===== src/rtl/midi_fifo.sv =====
// Single-clock MIDI byte FIFO with registered read data, occupancy level,
// full/empty/almost-full flags, sticky overflow/underflow and synchronous flush.
module midi_fifo #(
  parameter int DATA_WIDTH = 8,
  parameter int ADDR_WIDTH = 9,
  parameter int AF_THRESH  = 2**ADDR_WIDTH - 16
) (
  input  logic                  clk,
  input  logic                  rst,
  input  logic                  flush,
  input  logic [DATA_WIDTH-1:0] wdata,
  input  logic                  we,
  input  logic                  re,
  output logic [DATA_WIDTH-1:0] rdata,
  output logic                  rvalid,
  output logic                  full,
  output logic                  empty,
  output logic                  almost_full,
  output logic [ADDR_WIDTH:0]   level,
  output logic                  overflow,
  output logic                  underflow
);

  localparam int DEPTH = 2**ADDR_WIDTH;
  localparam logic [ADDR_WIDTH:0] DEPTH_L = (ADDR_WIDTH+1)'(DEPTH);
  localparam logic [ADDR_WIDTH:0] AF_L    = (ADDR_WIDTH+1)'(AF_THRESH);
  localparam logic [ADDR_WIDTH:0] ONE_L   = (ADDR_WIDTH+1)'(1);
  localparam logic [ADDR_WIDTH:0] ZERO_L  = (ADDR_WIDTH+1)'(0);

  logic [DATA_WIDTH-1:0] mem_r [DEPTH];
  logic [ADDR_WIDTH:0]   wr_ptr_r;
  logic [ADDR_WIDTH:0]   rd_ptr_r;
  logic                  rd_acc_s;
  logic                  wr_acc_s;
  logic [ADDR_WIDTH:0]   level_nxt_s;

  // Acceptance decisions and next occupancy; flags are derived from level_nxt_s
  // so they land in the same cycle as level.
  always_comb begin
    rd_acc_s    = re && !empty;
    wr_acc_s    = we && (!full || rd_acc_s);
    level_nxt_s = level;
    if (wr_acc_s && !rd_acc_s) begin
      level_nxt_s = level + ONE_L;
    end else if (rd_acc_s && !wr_acc_s) begin
      level_nxt_s = level - ONE_L;
    end else begin
      level_nxt_s = level;
    end
  end

  // Storage array: no reset, flush leaves contents in place; read-first via NBA.
  always_ff @(posedge clk) begin
    if (wr_acc_s && !rst && !flush) begin
      mem_r[wr_ptr_r[ADDR_WIDTH-1:0]] <= wdata;
    end
  end

  // Pointers, read port, level, flags; rst beats flush beats traffic.
  always_ff @(posedge clk) begin
    if (rst) begin
      wr_ptr_r    <= ZERO_L;
      rd_ptr_r    <= ZERO_L;
      rdata       <= {DATA_WIDTH{1'b0}};
      rvalid      <= 1'b0;
      level       <= ZERO_L;
      full        <= 1'b0;
      empty       <= 1'b1;
      almost_full <= 1'b0;
      overflow    <= 1'b0;
      underflow   <= 1'b0;
    end else if (flush) begin
      wr_ptr_r    <= ZERO_L;
      rd_ptr_r    <= ZERO_L;
      rvalid      <= 1'b0;
      level       <= ZERO_L;
      full        <= 1'b0;
      empty       <= 1'b1;
      almost_full <= 1'b0;
      overflow    <= 1'b0;
      underflow   <= 1'b0;
    end else begin
      if (wr_acc_s) begin
        wr_ptr_r <= wr_ptr_r + ONE_L;
      end
      if (rd_acc_s) begin
        rd_ptr_r <= rd_ptr_r + ONE_L;
        rdata    <= mem_r[rd_ptr_r[ADDR_WIDTH-1:0]];
        rvalid   <= 1'b1;
      end else begin
        rvalid   <= 1'b0;
      end
      level       <= level_nxt_s;
      full        <= (level_nxt_s == DEPTH_L);
      empty       <= (level_nxt_s == ZERO_L);
      almost_full <= (level_nxt_s >= AF_L);
      if (we && !wr_acc_s) begin
        overflow <= 1'b1;
      end
      if (re && !rd_acc_s) begin
        underflow <= 1'b1;
      end
    end
  end

endmodule


===== config.mk =====
export PLATFORM = sky130hd
export DESIGN_NAME = midi_fifo
export DESIGN_NICKNAME = d
export VERILOG_FILES = /design/src/rtl/midi_fifo.sv
export SDC_FILE = /design/constraint.sdc
export NUM_CORES = 2
export LEC_CHECK = 0
export BUFFER_PORTS_ARGS = -buffer_cell sky130_fd_sc_hd__buf_2
export CORE_MARGIN = 1
export CORE_UTILIZATION = 42
export CTS_BUF_LIST = sky130_fd_sc_hd__clkbuf_2 sky130_fd_sc_hd__clkbuf_4 sky130_fd_sc_hd__clkbuf_8
export DETAILED_ROUTE_END_ITERATION = 8
export PLACE_DENSITY = 0.62
export SYNTH_ARGS = -nofsm -noshare
export SYNTH_HDL_FRONTEND = slang
export SYNTH_SLANG_ARGS = --single-unit

===== constraint.sdc =====
create_clock -name clk -period 3.7 [get_ports clk]
set_input_delay 0.185 -clock clk [delete_from_list [all_inputs] [get_ports clk]]
set_output_delay 0.185 -clock clk [all_outputs]
set_load 0.005 [all_outputs]

# After elaboration in Yosys (flattened, before gate mapping)
# Memories as Yosys holds them, arrays and structs flattened. A register that Yosys moved wholly into a read port is not among the register bits.
# Cells that the tools add are included.
[word_totals]
out_inout_bits = 24
elab_cells = 40
mem_bits_rw = 4096
mem_count = 1
input_bits = 13
register_bits = 36
[op_classes]
bitwise = 1
addsub = 4
reduce_logical = 18
mux = 5
order_cmp = 1
eq_ne = 1
[memory_table]
columns = ["name", "words", "width", "rd", "rd_ports_with_merged_regs", "wr", "line", "source"]
rows = [
  ["mem_r", 512, 8, 1, 1, 1, "30", "logic [DATA_WIDTH-1:0] mem_r [DEPTH];"],
]
[op_table]
columns = ["op", "count"]
rows = [
  ["$add A10 B1 Y10 const B", 3],
  ["$mux W10", 2],
  ["$eq A10 B10 Y1 const B", 1],
  ["$ge A10 B9 Y1 const B", 1],
  ["$logic_not A10 Y1", 1],
  ["$sub A10 B1 Y10 const B", 1],
  ["$logic_and A1 B1 Y1", 8],
  ["$logic_not A1 Y1", 6],
  ["$mux W1", 3],
  ["$reduce_and A2 Y1", 1],
  ["$reduce_or A2 Y1", 1],
  ["$logic_or A1 B1 Y1", 1],
  ["$not A1 Y1", 1],
]

# Depth between registers and ports, before layout
[depth]
word_depth = 9
ltp_mapped = 15

# Worst setup path after synthesis
# No wires, ideal clock.
[synth_path]
path_kind = "reg-to-reg"
start = "register rd_ptr_r[0]"
end = "register rdata[6] (read register of mem_r)"
stages_incl_launch_ff = 11
setup_slack_ps = 902
t_required_ps = 3567
path_buffers = 4
arrival_ps = 2665
path_cell_list = "dfxtp_1 buf_6 buf_6 buf_2 buf_4 mux4_2 mux4_2 a22oi_1 o211ai_1 o21ai_0 a311oi_1"
[synth_rtl]
columns = ["item", "line", "source"]
rows = [
  ["start, declared", "32", "logic [ADDR_WIDTH:0] rd_ptr_r;"],
  ["start signal, assigned", "87", "rd_ptr_r <= rd_ptr_r + ONE_L;"],
  ["end, declared", "14", "output logic [DATA_WIDTH-1:0] rdata,"],
]

==> summary.md <==
## CTS
• **H-tree depth** 6
• **number of sinks on the clock net** 4138
• **number of buffers on the longest clock path** 4
• **Worst-Skew Late Latency** 1.27 ns
• **clock transition at the register clock pins on the worst setup and hold paths after CTS** 0.06 ns
• **root buffer cell** sky130_fd_sc_hd__clkbuf_8
• **clock buffers created by TritonCTS** 664
• **TritonCTS clock tree** done

## Power and ir drop
• **pwr/cell area** 487.8 nW/um^2
• **post-route total power** 0.09164 W
• **leakage power total** 59.01 nW
• **largest vdd supply drop** 0.3819 mV

## Placed design
• **post-DP HPWL** 292300 um
• **RePlAce Congestion** 0.8936
• **Port-buffer cells** 36
• **placed cell count** 13075

## Floorplan
• **total die area** 387500 um^2
• **floorplan core area** 382900 um^2
• **starting density of the core** 42.23%
• **number of I/O pins** 37
• **width of the die** 622.5 um
• **Std-Cell Rows** 227
• **Die Span Y** 622.5 um

## Final layout
• **share of final-layout standard cells stronger than drive strength 1** 34.39%
• **Post-Route Utilization** 49.06%
• **fill count** 30616
• **Multi-input gate area** 35120 um^2
• **non-filler instance count after layout** 14291
• **Final #Nets** 8749
• **Area Overhead vs Synth** 16.17%
• **register area** 123900 um^2

## Routing
• **number of DRC markers after the initial detailed-route iteration** 11720
• **1st-pass router iterations** 6
• **vias per inst** 5.950
• **DRC viols** 0
• **antenna-violating nets left** 0
• **Final Routed Wirelength** 463000 um
• **via count** 85030
• **Wirelength per Cell** 32.40 um

## Flow run
• **number of max-cap violations** 0

## Timing
• **Final Cycle Share** 99.74%
• **number of hold-slack violations in the final timing report** 0
• **count of endpoints failing setup in the final report** 0
• **fmax** 0.2710 GHz
• **fin crit period** 3.691 ns
• **Worst slew margin** 30.32%
• **accumulated negative setup slack** 0 ns
• **Max Clock Skew** 0.1405 ns
• **Max Slew Vio Count** 0
• **Hold WS** 0.1224 ns
• **actual slew at the worst max-slew pin** 1.038 ns

## Logic synthesis
• **biggest area consumer among synthesized cells** sky130_fd_sc_hd__edfxtp_1
• **Cell variety after synth** 93
• **share of synthesized flip-flops with an asynchronous set or reset** 0%
• **area of the mapped netlist** 161700 um^2
• **register bit count reported by yosys** 4138
• **Synth Net Count** 7441
• **Seq/Total Area, Yosys** 76.59%
• **area share of the leading cell type in the synthesized netlist** 76.07%
• **predominant post-synthesis flop cell** sky130_fd_sc_hd__edfxtp_1
• **per-instance average area after synthesis** 21.79 um^2
• **cells after synthesis** 7421
• **yosys warns** 0
• **EDFF count, synth** 4096
• **Synth area leaders** sky130_fd_sc_hd__edfxtp_1 (76%), sky130_fd_sc_hd__mux4_2 (14%), sky130_fd_sc_hd__mux2i_1 (1.6%)

## Critical path
• **Worst Setup SP** rd_ptr_r[1]
• **Worst Path Required** 4.86 ns
• **startpoint types** flip-flop
• **chain of cells forming the critical path** buf_12 -> buf_12 -> mux4_2 -> mux4_2 -> mux4_2 -> nor2_2 -> a311o_1 -> o2111ai_1 -> and3_1
• **largest driver fanout on the critical path** 28
• **end of the worst register-to-register path** rdata[5]
• **Setup crit end** rdata[5]
• **Crit Path Category** reg2reg
• **arrival time worst endpoint** 4.85 ns
• **critical path's largest stage delay** 0.65 ns
• **cell with the most instances on the worst path** sky130_fd_sc_hd__mux4_2
• **crit end category** flip-flop
• **R2R cell count** 9
• **worst-case register-to-register setup slack** 0.009 ns
• **worst reg2reg startpoint** rd_ptr_r[1]
• **Slowest-stage cell, CP** sky130_fd_sc_hd__dfxtp_4

## Run status
• **result of the run** complete, no violations

## Global routing
• **vias in the first global route** 85925
• **GRT Total Usage** 23.55%
• **overflow left after global routing** 0
• **first-pass GRT wire length** 649900 um
• **initial antenna violation count** 24
• **largest net degree at the start of global routing** 148

## Worst hold path
• **number of cells on the worst hold path** 2
• **worst min path class** in2reg

==> layout make-up <==
cell class | instances | area share [%]
clock inverter | 271 | 0.9092
timing repair buffer | 1078 | 5.153
inverter | 24 | 0.05728
sequential | 4138 | 65.94
tap | 5038 | 3.356
antenna | 10 | 0.01332
multi-input combinational | 2823 | 18.70
clock buffer | 909 | 5.874
==> worst max-delay path, delay by kind of cell, from the launching register on <==
family	cells	cell delay [ns]
simple gates	2	0.58
mux	3	1.33
buf+inv	2	0.46
compound gates	2	0.59
flops	1	0.65
==> layer usage <==
| layer | part of all wire (%) | vias to the layer above | global-route usage, % |
|---|---|---|---|
| li1 | - | 33940 | - |
| met4 | 3.9 | 18 | 8.647 |
| met3 | 11 | 920 | 5.211 |
| met1 | 39 | 45112 | 32.79 |
| met2 | 46 | 5040 | 36.60 |
| met5 | 0.021 | - | 0 |
==> timing repair <==
| action | 4_1_cts | 5_1_grt |
|---|---|---|
| hold buffers | 24 | 0 |
| endpoints found under the hold margin | 4497 | 0 |
| buffers inserted | 2 | 0 |
| gates resized for setup | 9 | 4 |
| endpoints found under the setup margin | 5 | 3 |
==> logic make-up after synthesis <==
kind of cell | share of synthesized area, %
DFF | 76.59
muxes | 16.70
and+or+nand+nor | 2.509
AOI/OAI and AO/OA | 2.164
buffers and inverters | 1.863
xor gates and xnor gates | 0.1246
adders and majority gates | 0.05416
==> synthesized netlist by cell type (8+ instances only) <==
library cell	instances
sky130_fd_sc_hd__a221oi_1	54
sky130_fd_sc_hd__nor2_1	583
sky130_fd_sc_hd__o21ai_0	66
sky130_fd_sc_hd__a211oi_1	18
sky130_fd_sc_hd__nand2_1	190
sky130_fd_sc_hd__nor2b_1	13
sky130_fd_sc_hd__mux2_2	24
sky130_fd_sc_hd__mux4_2	1002
sky130_fd_sc_hd__o211ai_1	13
sky130_fd_sc_hd__buf_4	51
sky130_fd_sc_hd__a22oi_1	52
sky130_fd_sc_hd__edfxtp_1	4096
sky130_fd_sc_hd__inv_1	19
sky130_fd_sc_hd__buf_6	48
sky130_fd_sc_hd__a21oi_1	79
sky130_fd_sc_hd__mux4_1	59
sky130_fd_sc_hd__nand3_1	62
sky130_fd_sc_hd__xor2_1	8
sky130_fd_sc_hd__a31oi_1	17
sky130_fd_sc_hd__buf_2	106
sky130_fd_sc_hd__buf_1	25
sky130_fd_sc_hd__nand2b_1	14
sky130_fd_sc_hd__xnor2_1	15
sky130_fd_sc_hd__clkbuf_1	154
sky130_fd_sc_hd__buf_8	26
sky130_fd_sc_hd__and2_1	26
sky130_fd_sc_hd__o221ai_1	47
sky130_fd_sc_hd__dfxtp_1	42
sky130_fd_sc_hd__o22ai_1	36
sky130_fd_sc_hd__nand4_1	10
sky130_fd_sc_hd__mux2i_1	261
sky130_fd_sc_hd__a32oi_1	8
sky130_fd_sc_hd__buf_12	15
sky130_fd_sc_hd__nor3_1	18
==> cell usage in the layout, fill, tap and decap left out, drive strengths merged, types with 42 or more instances in the layout <==
master,count
dfxtp,42
clkinv,219
inv,57
a221oi,58
edfxtp,4096
a21oi,79
nand2,190
o221ai,47
a22oi,52
nor2,583
mux4,1061
mux2i,261
nand3,62
buf,1056
o21ai,68
clkbuf,909
==> flip-flops by register name (all words and copies together), names as in the netlist <==
name	flops
empty	1
mem_r	4096
full	1
rdata	8
wr_ptr_r	9
rvalid	1
almost_full	1
rd_ptr_r	9
level	10
underflow	1
overflow	1
==> where the power goes <==
| group | internal [W] | switching [W] | leakage [nW] |
|---|---|---|---|
| sequential | 0.0515 | 0.0000146 | 37.1 |
| combinational | 0.000577 | 0.00131 | 15.1 |
| clock | 0.0199 | 0.0183 | 6.73 |
==> how the worst min path moves through the flow <==
stage / end / start / slack [ns]
floorplan: mem_r[0][0] / wdata[0] / 0.28
global placement: underflow / underflow / 0.45
detailed placement: underflow / underflow / 0.46
CTS: mem_r[44][2] / wdata[2] / 0.007
global route: mem_r[20][2] / wdata[2] / 0.08
finish: mem_r[44][2] / wdata[2] / 0.12
==> stage by stage <==
step / setup WS [ns] / cell area (um^2)
3_3_place_gp: -0.4466 / 174700
4_1_cts: 0.0001585 / 187800
5_1_grt: -0.007650 / 187800
3_5_place_dp: -0.3889 / 174700
2_1_floorplan: 0.9019 / 161700
6_report: 0.009438 / 187800
Note: power is estimated with default switching activity, not from simulation.
